===== src/rtl/apb_kernel_splitter_if.sv =====
// Bus bundle for apb_kernel_splitter: upstream APB slave port plus shared and per-slave downstream APB signals.
// Handshake: a transfer is one setup cycle (psel=1, penable=0) followed by access cycles (penable=1) until pready=1.
interface apb_kernel_splitter_if #(
  parameter int APB_ADDR_WIDTH  = 32,
  parameter int APB_DATA_WIDTH  = 32,
  parameter int APB_PPROT_WIDTH = 3,
  parameter int APB_PSTRB_WIDTH = 4,
  parameter int NUM_SLAVES      = 4
);
  logic [APB_ADDR_WIDTH-1:0]            s_apb_paddr;
  logic                                 s_apb_psel;
  logic                                 s_apb_penable;
  logic                                 s_apb_pwrite;
  logic [APB_DATA_WIDTH-1:0]            s_apb_pwdata;
  logic [APB_PSTRB_WIDTH-1:0]           s_apb_pstrb;
  logic [APB_PPROT_WIDTH-1:0]           s_apb_pprot;
  logic [APB_DATA_WIDTH-1:0]            s_apb_prdata;
  logic                                 s_apb_pready;
  logic                                 s_apb_pslverr;

  logic [APB_ADDR_WIDTH-1:0]            m_apb_paddr;
  logic [NUM_SLAVES-1:0]                m_apb_psel;
  logic                                 m_apb_penable;
  logic                                 m_apb_pwrite;
  logic [APB_DATA_WIDTH-1:0]            m_apb_pwdata;
  logic [APB_PSTRB_WIDTH-1:0]           m_apb_pstrb;
  logic [APB_PPROT_WIDTH-1:0]           m_apb_pprot;
  logic [NUM_SLAVES*APB_DATA_WIDTH-1:0] m_apb_prdata;
  logic [NUM_SLAVES-1:0]                m_apb_pready;
  logic [NUM_SLAVES-1:0]                m_apb_pslverr;

  modport slave (
    input  s_apb_paddr, s_apb_psel, s_apb_penable, s_apb_pwrite, s_apb_pwdata, s_apb_pstrb, s_apb_pprot,
    output s_apb_prdata, s_apb_pready, s_apb_pslverr,
    output m_apb_paddr, m_apb_psel, m_apb_penable, m_apb_pwrite, m_apb_pwdata, m_apb_pstrb, m_apb_pprot,
    input  m_apb_prdata, m_apb_pready, m_apb_pslverr
  );

  modport master (
    output s_apb_paddr, s_apb_psel, s_apb_penable, s_apb_pwrite, s_apb_pwdata, s_apb_pstrb, s_apb_pprot,
    input  s_apb_prdata, s_apb_pready, s_apb_pslverr,
    input  m_apb_paddr, m_apb_psel, m_apb_penable, m_apb_pwrite, m_apb_pwdata, m_apb_pstrb, m_apb_pprot,
    output m_apb_prdata, m_apb_pready, m_apb_pslverr
  );
endinterface


===== src/rtl/apb_kernel_splitter.sv =====
// APB 1-to-N address splitter: decodes one upstream APB transfer into a downstream kernel region,
// with access timeout, decode-error response, saturating error count and sticky status bits.
module apb_kernel_splitter #(
  parameter logic [63:0] APB_BASE_ADDR   = 64'd0,
  parameter int          APB_ADDR_WIDTH  = 32,
  parameter int          APB_DATA_WIDTH  = 32,
  parameter int          APB_PPROT_WIDTH = 3,
  parameter int          APB_PSTRB_WIDTH = 4,
  parameter int          NUM_SLAVES      = 4,
  parameter int          SLAVE_ADDR_BITS = 12,
  parameter int          TIMEOUT_CYCLES  = 255
) (
  input  logic                 clk,
  input  logic                 reset,
  apb_kernel_splitter_if.slave bus,
  output logic [7:0]           out_err_count,
  output logic [3:0]           out_status,
  output logic [2:0]           dbg_state
);
  localparam int AW    = APB_ADDR_WIDTH;
  localparam int DW    = APB_DATA_WIDTH;
  localparam int IDX_W = (NUM_SLAVES > 1) ? $clog2(NUM_SLAVES) : 1;
  localparam logic [AW-1:0] BASE     = AW'(APB_BASE_ADDR);
  localparam logic [AW-1:0] OFF_MASK = AW'((64'd1 << SLAVE_ADDR_BITS) - 64'd1);
  localparam logic [15:0]   TMO      = 16'(TIMEOUT_CYCLES);

  localparam logic [2:0] ST_IDLE   = 3'd0;
  localparam logic [2:0] ST_SETUP  = 3'd1;
  localparam logic [2:0] ST_ACCESS = 3'd2;
  localparam logic [2:0] ST_RESP   = 3'd3;
  localparam logic [2:0] ST_ERR    = 3'd4;

  logic [2:0]       state;
  logic [IDX_W-1:0] idx_q;
  logic [15:0]      tcnt;
  logic [7:0]       err_cnt;
  logic             timeout_seen, decerr_seen, slverr_seen, busy;

  logic [AW-1:0]         off, dec_hi;
  logic                  dec_ok;
  logic [IDX_W-1:0]      dec_idx;
  logic [NUM_SLAVES-1:0] dec_oh;
  logic                  sel_pready, sel_pslverr;
  logic [DW-1:0]         sel_prdata;
  logic [15:0]           tcnt_inc;
  logic [7:0]            err_cnt_inc;

  always_comb begin
    off         = bus.s_apb_paddr - BASE;
    dec_hi      = off >> SLAVE_ADDR_BITS;
    dec_ok      = (bus.s_apb_paddr >= BASE) && (dec_hi < AW'(NUM_SLAVES));
    dec_idx     = IDX_W'(dec_hi);
    tcnt_inc    = tcnt + 16'd1;
    err_cnt_inc = (err_cnt == 8'hFF) ? err_cnt : err_cnt + 8'd1;
    dec_oh      = '0;
    sel_pready  = 1'b0;
    sel_pslverr = 1'b0;
    sel_prdata  = '0;
    for (int i = 0; i < NUM_SLAVES; i++) begin
      dec_oh[i] = (dec_idx == IDX_W'(i));
      if (idx_q == IDX_W'(i)) begin
        sel_pready  = bus.m_apb_pready[i];
        sel_pslverr = bus.m_apb_pslverr[i];
        sel_prdata  = bus.m_apb_prdata[i*DW +: DW];
      end
    end
  end

  always_ff @(posedge clk) begin
    if (!reset) begin
      state             <= ST_IDLE;
      idx_q             <= '0;
      tcnt              <= '0;
      err_cnt           <= '0;
      timeout_seen      <= 1'b0;
      decerr_seen       <= 1'b0;
      slverr_seen       <= 1'b0;
      busy              <= 1'b0;
      bus.m_apb_paddr   <= '0;
      bus.m_apb_psel    <= '0;
      bus.m_apb_penable <= 1'b0;
      bus.m_apb_pwrite  <= 1'b0;
      bus.m_apb_pwdata  <= '0;
      bus.m_apb_pstrb   <= '0;
      bus.m_apb_pprot   <= '0;
      bus.s_apb_prdata  <= '0;
      bus.s_apb_pready  <= 1'b0;
      bus.s_apb_pslverr <= 1'b0;
    end else begin
      case (state)
        ST_IDLE: begin
          if (bus.s_apb_psel && !bus.s_apb_penable) begin
            busy             <= 1'b1;
            idx_q            <= dec_idx;
            bus.m_apb_paddr  <= off & OFF_MASK;
            bus.m_apb_pwrite <= bus.s_apb_pwrite;
            bus.m_apb_pwdata <= bus.s_apb_pwdata;
            bus.m_apb_pstrb  <= bus.s_apb_pwrite ? bus.s_apb_pstrb : '0;
            bus.m_apb_pprot  <= bus.s_apb_pprot;
            if (dec_ok) begin
              state          <= ST_SETUP;
              bus.m_apb_psel <= dec_oh;
            end else begin
              // Unmapped address: answer upstream directly, no downstream select.
              state             <= ST_ERR;
              bus.s_apb_pready  <= 1'b1;
              bus.s_apb_pslverr <= 1'b1;
              bus.s_apb_prdata  <= '0;
              decerr_seen       <= 1'b1;
              err_cnt           <= err_cnt_inc;
            end
          end
        end
        ST_SETUP: begin
          state             <= ST_ACCESS;
          bus.m_apb_penable <= 1'b1;
          tcnt              <= '0;
        end
        ST_ACCESS: begin
          if (sel_pready) begin
            state             <= ST_RESP;
            bus.m_apb_psel    <= '0;
            bus.m_apb_penable <= 1'b0;
            bus.s_apb_pready  <= 1'b1;
            bus.s_apb_prdata  <= sel_prdata;
            bus.s_apb_pslverr <= sel_pslverr;
            if (sel_pslverr) begin
              slverr_seen <= 1'b1;
              err_cnt     <= err_cnt_inc;
            end
          end else if (tcnt_inc == TMO) begin
            // Slave never answered within the window: abort and report an error upstream.
            state             <= ST_RESP;
            bus.m_apb_psel    <= '0;
            bus.m_apb_penable <= 1'b0;
            bus.s_apb_pready  <= 1'b1;
            bus.s_apb_prdata  <= '0;
            bus.s_apb_pslverr <= 1'b1;
            timeout_seen      <= 1'b1;
            err_cnt           <= err_cnt_inc;
          end else begin
            tcnt <= tcnt_inc;
          end
        end
        ST_RESP, ST_ERR: begin
          state             <= ST_IDLE;
          busy              <= 1'b0;
          bus.s_apb_pready  <= 1'b0;
          bus.s_apb_pslverr <= 1'b0;
          bus.s_apb_prdata  <= '0;
        end
        default: begin
          state <= ST_IDLE;
          busy  <= 1'b0;
        end
      endcase
    end
  end

  assign out_err_count = err_cnt;
  assign out_status    = {timeout_seen, decerr_seen, slverr_seen, busy};
  assign dbg_state     = state;
endmodule


===== src/flat_wrapper.sv =====
// flat-port wrapper written by rule: the top's interface ports become plain ports
module apb_kernel_splitter_flat 
#(
  parameter logic [63:0] APB_BASE_ADDR   = 64'd0,
  parameter int          APB_ADDR_WIDTH  = 32,
  parameter int          APB_DATA_WIDTH  = 32,
  parameter int          APB_PPROT_WIDTH = 3,
  parameter int          APB_PSTRB_WIDTH = 4,
  parameter int          NUM_SLAVES      = 4,
  parameter int          SLAVE_ADDR_BITS = 12,
  parameter int          TIMEOUT_CYCLES  = 255
)
  (clk, reset, out_err_count, out_status, dbg_state, bus_s_apb_paddr, bus_s_apb_psel, bus_s_apb_penable, bus_s_apb_pwrite, bus_s_apb_pwdata, bus_s_apb_pstrb, bus_s_apb_pprot, bus_s_apb_prdata, bus_s_apb_pready, bus_s_apb_pslverr, bus_m_apb_paddr, bus_m_apb_psel, bus_m_apb_penable, bus_m_apb_pwrite, bus_m_apb_pwdata, bus_m_apb_pstrb, bus_m_apb_pprot, bus_m_apb_prdata, bus_m_apb_pready, bus_m_apb_pslverr);
  apb_kernel_splitter_if #(.APB_ADDR_WIDTH(APB_ADDR_WIDTH), .APB_DATA_WIDTH(APB_DATA_WIDTH), .APB_PPROT_WIDTH(APB_PPROT_WIDTH), .APB_PSTRB_WIDTH(APB_PSTRB_WIDTH), .NUM_SLAVES(NUM_SLAVES)) bus_i ();
  input  logic clk;
  input  logic reset;
  output logic [7:0] out_err_count;
  output logic [3:0] out_status;
  output logic [2:0] dbg_state;
  input wire logic [$bits(bus_i.s_apb_paddr)-1:0] bus_s_apb_paddr;
  input wire logic [$bits(bus_i.s_apb_psel)-1:0] bus_s_apb_psel;
  input wire logic [$bits(bus_i.s_apb_penable)-1:0] bus_s_apb_penable;
  input wire logic [$bits(bus_i.s_apb_pwrite)-1:0] bus_s_apb_pwrite;
  input wire logic [$bits(bus_i.s_apb_pwdata)-1:0] bus_s_apb_pwdata;
  input wire logic [$bits(bus_i.s_apb_pstrb)-1:0] bus_s_apb_pstrb;
  input wire logic [$bits(bus_i.s_apb_pprot)-1:0] bus_s_apb_pprot;
  output wire logic [$bits(bus_i.s_apb_prdata)-1:0] bus_s_apb_prdata;
  output wire logic [$bits(bus_i.s_apb_pready)-1:0] bus_s_apb_pready;
  output wire logic [$bits(bus_i.s_apb_pslverr)-1:0] bus_s_apb_pslverr;
  output wire logic [$bits(bus_i.m_apb_paddr)-1:0] bus_m_apb_paddr;
  output wire logic [$bits(bus_i.m_apb_psel)-1:0] bus_m_apb_psel;
  output wire logic [$bits(bus_i.m_apb_penable)-1:0] bus_m_apb_penable;
  output wire logic [$bits(bus_i.m_apb_pwrite)-1:0] bus_m_apb_pwrite;
  output wire logic [$bits(bus_i.m_apb_pwdata)-1:0] bus_m_apb_pwdata;
  output wire logic [$bits(bus_i.m_apb_pstrb)-1:0] bus_m_apb_pstrb;
  output wire logic [$bits(bus_i.m_apb_pprot)-1:0] bus_m_apb_pprot;
  input wire logic [$bits(bus_i.m_apb_prdata)-1:0] bus_m_apb_prdata;
  input wire logic [$bits(bus_i.m_apb_pready)-1:0] bus_m_apb_pready;
  input wire logic [$bits(bus_i.m_apb_pslverr)-1:0] bus_m_apb_pslverr;
  assign bus_i.s_apb_paddr = bus_s_apb_paddr;
  assign bus_i.s_apb_psel = bus_s_apb_psel;
  assign bus_i.s_apb_penable = bus_s_apb_penable;
  assign bus_i.s_apb_pwrite = bus_s_apb_pwrite;
  assign bus_i.s_apb_pwdata = bus_s_apb_pwdata;
  assign bus_i.s_apb_pstrb = bus_s_apb_pstrb;
  assign bus_i.s_apb_pprot = bus_s_apb_pprot;
  assign bus_s_apb_prdata = bus_i.s_apb_prdata;
  assign bus_s_apb_pready = bus_i.s_apb_pready;
  assign bus_s_apb_pslverr = bus_i.s_apb_pslverr;
  assign bus_m_apb_paddr = bus_i.m_apb_paddr;
  assign bus_m_apb_psel = bus_i.m_apb_psel;
  assign bus_m_apb_penable = bus_i.m_apb_penable;
  assign bus_m_apb_pwrite = bus_i.m_apb_pwrite;
  assign bus_m_apb_pwdata = bus_i.m_apb_pwdata;
  assign bus_m_apb_pstrb = bus_i.m_apb_pstrb;
  assign bus_m_apb_pprot = bus_i.m_apb_pprot;
  assign bus_i.m_apb_prdata = bus_m_apb_prdata;
  assign bus_i.m_apb_pready = bus_m_apb_pready;
  assign bus_i.m_apb_pslverr = bus_m_apb_pslverr;
  apb_kernel_splitter #(.APB_BASE_ADDR(APB_BASE_ADDR), .APB_ADDR_WIDTH(APB_ADDR_WIDTH), .APB_DATA_WIDTH(APB_DATA_WIDTH), .APB_PPROT_WIDTH(APB_PPROT_WIDTH), .APB_PSTRB_WIDTH(APB_PSTRB_WIDTH), .NUM_SLAVES(NUM_SLAVES), .SLAVE_ADDR_BITS(SLAVE_ADDR_BITS), .TIMEOUT_CYCLES(TIMEOUT_CYCLES)) u_core (.clk(clk), .reset(reset), .bus(bus_i), .out_err_count(out_err_count), .out_status(out_status), .dbg_state(dbg_state));
endmodule

===== config.mk =====
export PLATFORM = sky130hd
export DESIGN_NAME = apb_kernel_splitter_flat
export DESIGN_NICKNAME = d
export VERILOG_FILES = /design/src/rtl/apb_kernel_splitter_if.sv /design/src/rtl/apb_kernel_splitter.sv /design/src/flat_wrapper.sv
export SDC_FILE = /design/constraint.sdc
export NUM_CORES = 1
export LEC_CHECK = 0
export ABC_CLOCK_PERIOD_IN_PS = 3000
export CAP_MARGIN = 10
export CORE_MARGIN = 5
export CORE_UTILIZATION = 36
export CTS_BUF_LIST = sky130_fd_sc_hd__clkbuf_16
export CTS_CLUSTER_DIAMETER = 60
export CTS_CLUSTER_SIZE = 24
export DETAILED_ROUTE_END_ITERATION = 8
export GPL_TIMING_DRIVEN = 0
export PLACE_DENSITY_LB_ADDON = 0.25
export SYNTH_ARGS = -nofsm -noshare
export SYNTH_HDL_FRONTEND = slang
export SYNTH_SLANG_ARGS = --single-unit

===== constraint.sdc =====
create_clock -name clk -period 3 [get_ports clk]
set_input_delay 0.45 -clock clk [delete_from_list [all_inputs] [get_ports clk]]
set_output_delay 0.45 -clock clk [all_outputs]
set_load 0.02 [all_outputs]

======== Word level (Yosys, flattened, before mapping) ========
Cells that the tools add are included.
word-level totals
  bits in registers ....................... 124
  output and inout port bits .............. 126
  logic and storage cells ................. 116
operators by class
  $add $sub $neg .......................... 2
  order comparisons ....................... 2
  equality and inequality tests ........... 19
  multiplexer cells ....................... 50
  bitwise gates (word level) .............. 3
  reductions and logical operators ........ 22
operator list
  cell                   number
  $mux 32                8
  $pmux 32 s3            1
  $mux 8                 6
  $ge 32x1->1 const B    1
  $mux 16                2
  $pmux 16 s2            1
  $lt 20x3->1 const B    1
  $mux 4                 5
  $add 16x1->16 const B  1
  $eq 16x8->1 const B    1
  $mux 1                 16
  $pmux 8 s2             1
  $mux 3                 4
  $reduce_and 3->1       4
  $pmux 3 s3             1
  $add 8x1->8 const B    1
  $eq 2x2->1 const B     4
  $eq 8x8->1 const B     1
  $pmux 4 s2             1
  $reduce_and 2->1       4
  $reduce_and 4->1       2
  $eq 3x2->1 const B     2
  $ne 2x2->1 const B     3
  $pmux 1 s3             2
  other kinds (16)       25

======== Longest topological paths before layout ========
Gate-level depths: netlist of run 1.
  depth in word-level cells ............... 8
  depth in mapped cells ................... 9
  depth with buffers taken out ............ 8

======== Least setup slack after synthesis of run 1 ========
No wires, ideal clock.
  path kind ............................... register -> register
  start point ............................. reg u_core.tcnt[1]
  end point ............................... reg u_core.err_cnt[2] (netlist: u_core.out_err_count[2])
  library setup time ...................... 0.135 ns
  arrival time ............................ 2.308 ns
  setup slack ............................. 0.557 ns
  cell stages (with the launch flop) ...... 10
  path buffers ............................ 1
  period minus slack after synthesis ...... 2.443 ns
  cells stage by stage .................... dfxtp_1 > ha_1 > nand3_2 > nor3b_1 > o21ai_1 > a221o_1 > o31a_1 > buf_2 > o311ai_0 > o41ai_1
between the ends
  cells in the longest elaborated chain, start to end .. 4
ends and longest elaborated chain
  item                        line                        source
  start: declaration          apb_kernel_splitter.sv:35   logic [15:0] tcnt;
  start signal: assignment    apb_kernel_splitter.sv:142  tcnt <= tcnt_inc;
  $add 16x1->16               apb_kernel_splitter.sv:53   tcnt_inc = tcnt + 16'd1;
  $eq 16x8->1                 apb_kernel_splitter.sv:131  end else if (tcnt_inc == TMO) begin
  $ne 3x1->1 (no line)        -
  $reduce_and 5->1 (no line)  -
  end signal: assignment      apb_kernel_splitter.sv:110  err_cnt <= err_cnt_inc;
  end signal: assignment      apb_kernel_splitter.sv:129  err_cnt <= err_cnt_inc;
  end signal: assignment      apb_kernel_splitter.sv:140  err_cnt <= err_cnt_inc;
  end: declaration            apb_kernel_splitter.sv:36   logic [7:0] err_cnt;
Every way passes these cells.
A chain may end at the register's enable or synchronous reset.

======== Worst setup path in the final report of run 1 ========
  start point ............................. reg u_core.tcnt[0]
  end point ............................... reg u_core.bus.s_apb_prdata[19]
between the ends
  cells in the longest elaborated chain, start to end .. 4
ends and longest elaborated chain
  item                        line                          source
  $add 16x1->16               apb_kernel_splitter.sv:53
  $eq 16x8->1                 apb_kernel_splitter.sv:131
  $ne 3x1->1 (no line)        -
  $reduce_and 4->1 (no line)  -
  end signal: assignment      apb_kernel_splitter.sv:125    bus.s_apb_prdata <= sel_prdata;
  end: declaration            apb_kernel_splitter_if.sv:34  output s_apb_prdata, s_apb_pready, s_apb_pslverr,
Every way passes these cells.

==> results of run 1 <==
==> cell usage in the layout, fill, tap and decap left out, types with 11 or more instances in the layout <==
master           count
a21oi_1             67
a22o_1              35
buf_4               28
clkbuf_1            31
clkbuf_16           17
clkdlybuf4s50_1    316
conb_1              20
dfxtp_1            124
inv_1               11
mux4_2              34
nand2_1            139
nand3_1             23
nor2_1              30
nor4_1              11
==> cell type report <==
cell class / count / area, um^2
well taps: 216 / 270
clock buffers: 17 / 425
clock inverters: 15 / 181
multi-input cells: 460 / 3100
repair buffers: 318 / 3180
plain buffers: 69 / 368
diodes: 1 / 2.50
inverters: 9 / 33.8
fillers: 1382 / 5960
flip-flops and latches: 124 / 2480
==> repair_timing <==
action                                  4_1_cts  5_1_grt
endpoints found under the setup margin        0       40
setup buffers                                 0        2
gates resized for setup                       0        4
==> stage by stage <==
step                      total power [mW]  utilization, %  instances  worst slack, ps  hold WS, ps
after floorplan                       2.04               -        662              557          438
after global placement                2.45            58.8       1194             4.63          439
after detailed placement              2.46            58.8       1194            -76.2          444
after CTS                             4.57            62.6       1226              142          450
after global routing                  4.69            62.8       1229            -11.1          471
final                                 4.54            62.8       1229              154          448
==> metal layers <==
metal / GRT usage (%) / routed length [um]
met4: 9.05 / 780
met5: 0 / 0
met2: 40.6 / 11800
met3: 5.48 / 1360
met1: 25.6 / 8670
==> cells by family after synthesis <==
group	synth area share, %
AND/OR/NAND/NOR	19.5
XOR/XNOR	0.593
other	0.0635
flip-flops	42.0
multiplexers	14.5
AO/OA/AOI/OAI	15.9
adder cells (fa/ha/maj)	0.635
buffers and inverters	6.80
==> registers in the layout, summed over array words and instances (netlist names) <==
name / flops
u_core.decerr_seen: 1
u_core.tcnt: 16
u_core.bus.s_apb_pslverr: 1
u_core.slverr_seen: 1
u_core.idx_q: 2
u_core.bus.m_apb_penable: 1
u_core.bus.m_apb_paddr: 12
u_core.bus.s_apb_prdata: 32
u_core.dbg_state: 3
u_core.bus.m_apb_pstrb: 4
u_core.busy: 1
u_core.bus.s_apb_pready: 1
u_core.timeout_seen: 1
u_core.bus.m_apb_pwrite: 1
u_core.out_err_count: 8
u_core.bus.m_apb_pprot: 3
u_core.bus.m_apb_psel: 4
u_core.bus.m_apb_pwdata: 32
==> power by group through the flow <==
stage	Combinational (mW)	Clock [mW]	Sequential, mW
floorplan	0.250	0	1.79
global placement	0.710	0	1.74
detailed placement	0.717	0	1.74
CTS	0.720	2.14	1.71
global route	0.764	2.21	1.71
finish	0.716	2.12	1.71
==> worst paths after layout <==
kind / end / depth (start not counted) / from / slack, ps
worst min-delay path: u_core.bus.m_apb_pstrb[0] / 2 / u_core.bus.m_apb_pstrb[0] / 450
worst max register to register: u_core.bus.s_apb_prdata[19] / 10 / u_core.tcnt[0] / 150
worst max-delay path: u_core.bus.s_apb_prdata[19] / 10 / u_core.tcnt[0] / 150
worst min register to register: u_core.bus.m_apb_pstrb[0] / 2 / u_core.bus.m_apb_pstrb[0] / 450
==> worst register-to-register path, cell delays in order, from the launching register on <==
cell and delay [ps]:
dfxtp_1 430, ha_2 270, nand3_2 200, nor3b_2 230, o21ai_1 90, a221o_1 400
o31ai_4 330, buf_4 190, a21oi_2 110, buf_2 240, a22o_1 250
==> flow_summary.html, run 1 <==
<table>
<tr><th>Metric</th><th>Value</th></tr>
<tr><th colspan="2">Outcome</th></tr>
<tr><td>Result of the run</td><td>complete, no violations</td></tr>
<tr><th colspan="2">Power</th></tr>
<tr><td>Power share of the sequential group</td><td>between 30% and 40%</td></tr>
<tr><td>Switching power share of the total</td><td>23.2%</td></tr>
<tr><td>Switching power total</td><td>1.06 mW</td></tr>
<tr><td>Leakage power</td><td>3.68 nW</td></tr>
<tr><td>Combinational Power Share</td><td>between 10% and 20%</td></tr>
<tr><td>Internal</td><td>3.49 mW</td></tr>
<tr><td>Clk pwr share</td><td>46.6%</td></tr>
<tr><td>Pwr per Cell Area</td><td>452 nW/um^2</td></tr>
<tr><td>Peak supply drop</td><td>365 uV</td></tr>
<tr><th colspan="2">Yosys</th></tr>
<tr><td>Most repeated cell in the gate-level netlist after synthesis</td><td>nand2_1</td></tr>
<tr><td>Yosys cell types</td><td>51</td></tr>
<tr><td>Dominant cells by area after synthesis</td><td>dfxtp_1 42%, mux4_2 13%, nand2_1 8.8%</td></tr>
<tr><td>Gate count after technology mapping</td><td>643</td></tr>
<tr><td>Top post-synthesis cells by count</td><td>139 x nand2_1, 124 x dfxtp_1, 67 x a21oi_1</td></tr>
<tr><td>Dominant synthesized flop cell</td><td>dfxtp_1</td></tr>
<tr><td>Count of state elements after synthesis</td><td>124</td></tr>
<tr><td>Synth warn</td><td>0</td></tr>
<tr><td>Sequential share of the synthesized area</td><td>42.0%</td></tr>
<tr><td>Share of Yosys cell area claimed by the top area cell type</td><td>42.0%</td></tr>
<tr><td>Count of flip-flops with a built-in enable after synthesis</td><td>0</td></tr>
<tr><td>Synth async-reset ratio</td><td>0%</td></tr>
<tr><td>Post-synth top area cell</td><td>dfxtp_1</td></tr>
<tr><td>Per-instance average area after synthesis</td><td>9.19 um^2</td></tr>
<tr><td>Summed instance area of the synthesized netlist</td><td>just under 6000 um^2</td></tr>
<tr><th colspan="2">Global route</th></tr>
<tr><td>Wire length of the first global-routing pass</td><td>33900 um</td></tr>
<tr><td>Via count of the first global-routing pass</td><td>roughly 6k</td></tr>
<tr><td>Number of antenna violations at the first check in global routing</td><td>1</td></tr>
<tr><td>GRT overflow</td><td>0</td></tr>
<tr><td>GRT Total Usage</td><td>~23%</td></tr>
<tr><td>Maximum number of pins on one net before global-route repair</td><td>17</td></tr>
<tr><th colspan="2">Clocking</th></tr>
<tr><td>Clock slew seen by the registers of the worst setup and hold paths</td><td>50 ps</td></tr>
<tr><td>Clock tree from TritonCTS</td><td>done</td></tr>
<tr><td>CTS Root Cell</td><td>clkbuf_16</td></tr>
<tr><td>Post-CTS Hold Buffers</td><td>0</td></tr>
<tr><td>Clock latency on the worst-skew pair</td><td>420 ps</td></tr>
<tr><td>Number of buffers between clock root and the deepest sink</td><td>2</td></tr>
<tr><td>Clk sinks</td><td>124</td></tr>
<tr><td>Num CTS Buffers</td><td>17</td></tr>
<tr><td>Level count of the clock H-tree</td><td>4</td></tr>
<tr><th colspan="2">Timing</th></tr>
<tr><td>Maximum achievable frequency</td><td>between 300 and 400 MHz</td></tr>
<tr><td>Total Neg Setup Slack</td><td>0 ps</td></tr>
<tr><td>Transition time at the pin with the least slew margin</td><td>781 ps</td></tr>
<tr><td>Number of failing hold endpoints at the final stage</td><td>0</td></tr>
<tr><td>Worst rel slew slack</td><td>47.9%</td></tr>
<tr><td>Clock period minus worst slack</td><td>2850 ps</td></tr>
<tr><td>Final clock period utilization by the worst path</td><td>94.9%</td></tr>
<tr><td>Final setup violation count</td><td>0</td></tr>
<tr><td>Setup skew after layout</td><td>10.9 ps</td></tr>
<tr><td>Pins over their slew limit</td><td>0</td></tr>
<tr><th colspan="2">Die</th></tr>
<tr><td>Standard cell core area</td><td>between 15000 and 20000 um^2</td></tr>
<tr><td>Width of the die</td><td>138 um</td></tr>
<tr><td>DIE HEIGHT</td><td>138 um</td></tr>
<tr><td>I/O pin cnt</td><td>338</td></tr>
<tr><td>Floorplan row count</td><td>46</td></tr>
<tr><td>Area enclosed by the die boundary</td><td>19100 um^2</td></tr>
<tr><td>Starting Density</td><td>36.9%</td></tr>
<tr><th colspan="2">Drt</th></tr>
<tr><td>Vias per cell</td><td>around 5.1</td></tr>
<tr><td>Number of iterations in the first detailed-routing pass</td><td>5</td></tr>
<tr><td>First DRT Iteration DRCs</td><td>407</td></tr>
<tr><td>Final Routed Wirelength</td><td>22600 um</td></tr>
<tr><td>Total number of vias</td><td>6223</td></tr>
<tr><td>Number of DRC violations after detailed routing</td><td>0</td></tr>
<tr><td>Count of nets left with antenna violations after detail routing</td><td>0</td></tr>
<tr><td>Avg WL per Cell</td><td>18.4 um</td></tr>
<tr><th colspan="2">Final layout</th></tr>
<tr><td>Final net count</td><td>1214</td></tr>
<tr><td>Design area</td><td>10000 um^2</td></tr>
<tr><td>Ratio of cells with drive above 1 in the final layout</td><td>10.7%</td></tr>
<tr><td>Synth-to-Final Area Change</td><td>70.0%</td></tr>
<tr><th colspan="2">Critical path</th></tr>
<tr><td>Critical path cell sequence</td><td>ha_2 -&gt; nand3_2 -&gt; nor3b_2 -&gt; o21ai_1 -&gt; a221o_1 -&gt; o31ai_4 -&gt; buf_4 -&gt; a21oi_2 -&gt; buf_2 -&gt; a22o_1</td></tr>
<tr><td>Worst path slowest cell</td><td>dfxtp_1</td></tr>
<tr><td>CP Launch Type</td><td>flop</td></tr>
<tr><td>Critical path fanouts, max</td><td>10</td></tr>
<tr><td>Worst setup EP type</td><td>flop</td></tr>
<tr><td>Family with the most delay on the worst path</td><td>compound AO/OA/AOI/OAI gates</td></tr>
<tr><td>CP Buf/Inv Count</td><td>2</td></tr>
<tr><td>Delay of the slowest cell on the worst path</td><td>approximately 430 ps</td></tr>
<tr><td>Worst setup path class</td><td>reg2reg</td></tr>
<tr><td>Data arrival time of the critical path</td><td>3150 ps</td></tr>
<tr><td>Required time of the critical path</td><td>3300 ps</td></tr>
<tr><th colspan="2">Worst hold path</th></tr>
<tr><td>Worst hold path class</td><td>reg2reg</td></tr>
<tr><th colspan="2">Placement</th></tr>
<tr><td>DP HPWL</td><td>18400 um</td></tr>
<tr><td>Instance area at placement</td><td>9410 um^2</td></tr>
<tr><td>RePlAce Congestion</td><td>approximately 0.84</td></tr>
<tr><td>Port buffer count</td><td>316</td></tr>
<tr><th colspan="2">Run</th></tr>
<tr><td>Count of max-cap constraint violations</td><td>0</td></tr>
</table>
No activity file was read; power rests on OpenSTA's default activity.
==> run 2: changes to the inputs <==
Settings changed: CTS_BUF_LIST sky130_fd_sc_hd__clkbuf_16 to sky130_fd_sc_hd__clkbuf_8.
==> run 2 against run 1 <==
Clock skew rose by 0.88 ps; utilization fell by 1.1 points; cell area decreased by 1.8%; sequential power barely moved; sequential share of layout area rose by 0.46 points; worst setup slack improved by 43 ps.
==> flow_summary.html, run 2 (synthesis gave the netlist of run 1 again) <==
<table>
<tr><th>Metric</th><th>Value</th></tr>
<tr><th colspan="2">Drt</th></tr>
<tr><td>Vias per cell</td><td>5.04 (-0.51%)</td></tr>
<tr><td>Number of iterations in the first detailed-routing pass</td><td>5 (unchanged)</td></tr>
<tr><td>Count of nets left with antenna violations after detail routing</td><td>0 (unchanged)</td></tr>
<tr><td>Number of DRC violations after detailed routing</td><td>0 (unchanged)</td></tr>
<tr><td>Total number of vias</td><td>6186 (-0.59%)</td></tr>
<tr><td>Avg WL per Cell</td><td>18.3 um (-0.40%)</td></tr>
<tr><td>First DRT Iteration DRCs</td><td>323 (-21%)</td></tr>
<tr><td>Final Routed Wirelength</td><td>22500 um (-0.48%)</td></tr>
<tr><th colspan="2">Final layout</th></tr>
<tr><td>Final net count</td><td>1213 (-0.082%)</td></tr>
<tr><td>Synth-to-Final Area Change</td><td>66.9%</td></tr>
<tr><td>Top flop regs</td><td>u_core.bus.m_apb_pwdata (32), u_core.bus.s_apb_prdata (32), u_core.tcnt (16)</td></tr>
<tr><td>Filler Cell Count</td><td>1410 (+2.0%)</td></tr>
<tr><td>Leading cell type in the layout, fill and taps excluded</td><td>clkdlybuf4s50_1</td></tr>
<tr><td>Non-filler instance count after layout</td><td>1228 (-0.081%)</td></tr>
<tr><td>Ratio of cells with drive above 1 in the final layout</td><td>10.7% (about the same)</td></tr>
<tr><td>Reg area</td><td>2480 um^2 (unchanged)</td></tr>
<tr><td>Leading cell types in the layout, fill and taps excluded</td><td>316 x clkdlybuf4s50_1, 139 x nand2_1, 124 x dfxtp_1</td></tr>
<tr><td>Area taken by multi-input logic gates</td><td>3100 um^2 (-0.16%)</td></tr>
<tr><th colspan="2">Placement</th></tr>
<tr><td>DP Cell Count</td><td>1194 (unchanged)</td></tr>
<tr><td>Port buffer count</td><td>316 (unchanged)</td></tr>
<tr><td>DP HPWL</td><td>18400 um (unchanged)</td></tr>
<tr><td>RePlAce Congestion</td><td>0.837 (unchanged)</td></tr>
<tr><th colspan="2">Clocking</th></tr>
<tr><td>Number of buffers between clock root and the deepest sink</td><td>2 (unchanged)</td></tr>
<tr><td>CTS Root Cell</td><td>clkbuf_8</td></tr>
<tr><td>Clock latency on the worst-skew pair</td><td>450 ps (+30 ps)</td></tr>
<tr><td>Post-CTS Hold Buffers</td><td>0 (unchanged)</td></tr>
<tr><td>Clock tree from TritonCTS</td><td>done</td></tr>
<tr><td>Clock slew seen by the registers of the worst setup and hold paths</td><td>70 ps (+20 ps)</td></tr>
<tr><td>Num CTS Buffers</td><td>17 (unchanged)</td></tr>
<tr><td>Level count of the clock H-tree</td><td>4 (unchanged)</td></tr>
<tr><td>Clk sinks</td><td>124 (unchanged)</td></tr>
<tr><th colspan="2">Global route</th></tr>
<tr><td>Via count of the first global-routing pass</td><td>6026 (-0.22%)</td></tr>
<tr><td>GRT Total Usage</td><td>22.6% (about the same)</td></tr>
<tr><td>Wire length of the first global-routing pass</td><td>33800 um (-0.31%)</td></tr>
<tr><td>GRT overflow</td><td>0 (unchanged)</td></tr>
<tr><td>Maximum number of pins on one net before global-route repair</td><td>17 (unchanged)</td></tr>
<tr><td>Number of antenna violations at the first check in global routing</td><td>1 (unchanged)</td></tr>
<tr><th colspan="2">Timing</th></tr>
<tr><td>Setup skew after layout</td><td>11.7 ps (+0.883 ps)</td></tr>
<tr><td>Pins over their slew limit</td><td>0 (unchanged)</td></tr>
<tr><td>Clock period minus worst slack</td><td>2800 ps (-42.5 ps)</td></tr>
<tr><td>Total Neg Setup Slack</td><td>0 ps (unchanged)</td></tr>
<tr><td>Final setup violation count</td><td>0 (unchanged)</td></tr>
<tr><td>Transition time at the pin with the least slew margin</td><td>782 ps (+0.195 ps)</td></tr>
<tr><td>Worst rel slew slack</td><td>47.9% (about the same)</td></tr>
<tr><td>Final clock period utilization by the worst path</td><td>93.5% (-1.4 points)</td></tr>
<tr><td>Maximum achievable frequency</td><td>357 MHz (+1.5%)</td></tr>
<tr><td>Number of failing hold endpoints at the final stage</td><td>0 (unchanged)</td></tr>
<tr><th colspan="2">Worst hold path</th></tr>
<tr><td>HP Start</td><td>u_core.bus.m_apb_pstrb[0]</td></tr>
<tr><td>Worst hold path class</td><td>reg2reg</td></tr>
<tr><th colspan="2">Critical path</th></tr>
<tr><td>CP Launch Type</td><td>flop</td></tr>
<tr><td>Data arrival time of the critical path</td><td>3130 ps (-20 ps)</td></tr>
<tr><td>Worst setup path class</td><td>reg2reg</td></tr>
<tr><td>Critical path fanouts, max</td><td>10 (unchanged)</td></tr>
<tr><td>Worst setup EP type</td><td>flop</td></tr>
<tr><td>First element of the critical path</td><td>u_core.tcnt[0]</td></tr>
<tr><td>Required time of the critical path</td><td>3320 ps (+20 ps)</td></tr>
<tr><td>Startpoint of the worst-slack reg-to-reg timing path</td><td>u_core.tcnt[0]</td></tr>
<tr><th colspan="2">Run</th></tr>
<tr><td>Count of max-cap constraint violations</td><td>0 (unchanged)</td></tr>
<tr><th colspan="2">Die</th></tr>
<tr><td>Area enclosed by the die boundary</td><td>19100 um^2 (unchanged)</td></tr>
<tr><td>DIE HEIGHT</td><td>138 um (unchanged)</td></tr>
<tr><td>Standard cell core area</td><td>16000 um^2 (unchanged)</td></tr>
<tr><td>Width of the die</td><td>138 um (unchanged)</td></tr>
<tr><td>I/O pin cnt</td><td>338 (unchanged)</td></tr>
<tr><td>Starting Density</td><td>36.9% (unchanged)</td></tr>
<tr><td>Floorplan row count</td><td>46 (unchanged)</td></tr>
<tr><th colspan="2">Power</th></tr>
<tr><td>Power consumption</td><td>4.05 mW (-11%)</td></tr>
<tr><td>Pwr per Cell Area</td><td>411 nW/um^2 (-9.2%)</td></tr>
<tr><td>Leakage power</td><td>3.60 nW (-2.2%)</td></tr>
<tr><td>Peak supply drop</td><td>283 uV (-23%)</td></tr>
<tr><th colspan="2">Outcome</th></tr>
<tr><td>Result of the run</td><td>complete, no violations</td></tr>
</table>
[run 2: worst paths after layout]
kind	endpoint	slack [ps]	cells after the start
max	u_core.bus.m_apb_psel[2]	200	10
max reg2reg	u_core.bus.m_apb_psel[2]	200	10
min	u_core.bus.m_apb_pstrb[0]	450	2
min reg2reg	u_core.bus.m_apb_pstrb[0]	450	2
[run 2: layer usage]
metal,vias to the layer above,share of wire [%],GRT usage (%)
met5,-,0,0
met4,0,2.8,7.75
met3,39,6.6,6.55
met2,239,53,41.0
met1,2915,38,25.2
li1,2993,-,-
[run 2: layout make-up]
type	count	area share, %
Timing Repair Buffer	317	32.2
Multi-Input combinational cell	460	31.4
Sequential cell	124	25.2
Buffer	69	3.73
Tap cell	216	2.74
Clock buffer	19	2.65
Clock inverter	13	1.76
Inverter	9	0.343
Antenna cell	1	0.0254
[run 2: power by group]
| part | leakage (nW) | switching [mW] | internal (mW) |
|---|---|---|---|
| registers | 1.01 | 0.0221 | 1.69 |
| clock network | 0.220 | 0.686 | 0.939 |
| logic | 2.37 | 0.289 | 0.428 |
[run 2: critical path, cell delays in order (launching register included)]
cell and delay (ps):
dfxtp_1 440, ha_2 270, nand3_2 180, nor3b_1 240, o21ai_1 100, a221o_1 400
o31ai_4 260, buf_4 190, buf_4 200, o211ai_2 220, mux2i_1 180
[run 2: metrics by stage]
step / cell area (um^2) / utilization [%] / hold slack, ps / setup slack (ps)
final: 9860 / 61.6 / 450 / 196
after global routing: 9860 / 61.6 / 474 / -6.15
after CTS: 9850 / 61.5 / 452 / 184
after detailed placement: 9410 / 58.8 / 444 / -76.2
after global placement: 9410 / 58.8 / 439 / 4.63
after floorplan: 5980 / - / 438 / 557
[run 2: what timing repair did]
action,in CTS,in global routing
gates resized for setup,0,2
setup buffers,0,1
endpoints found under the setup margin,0,8
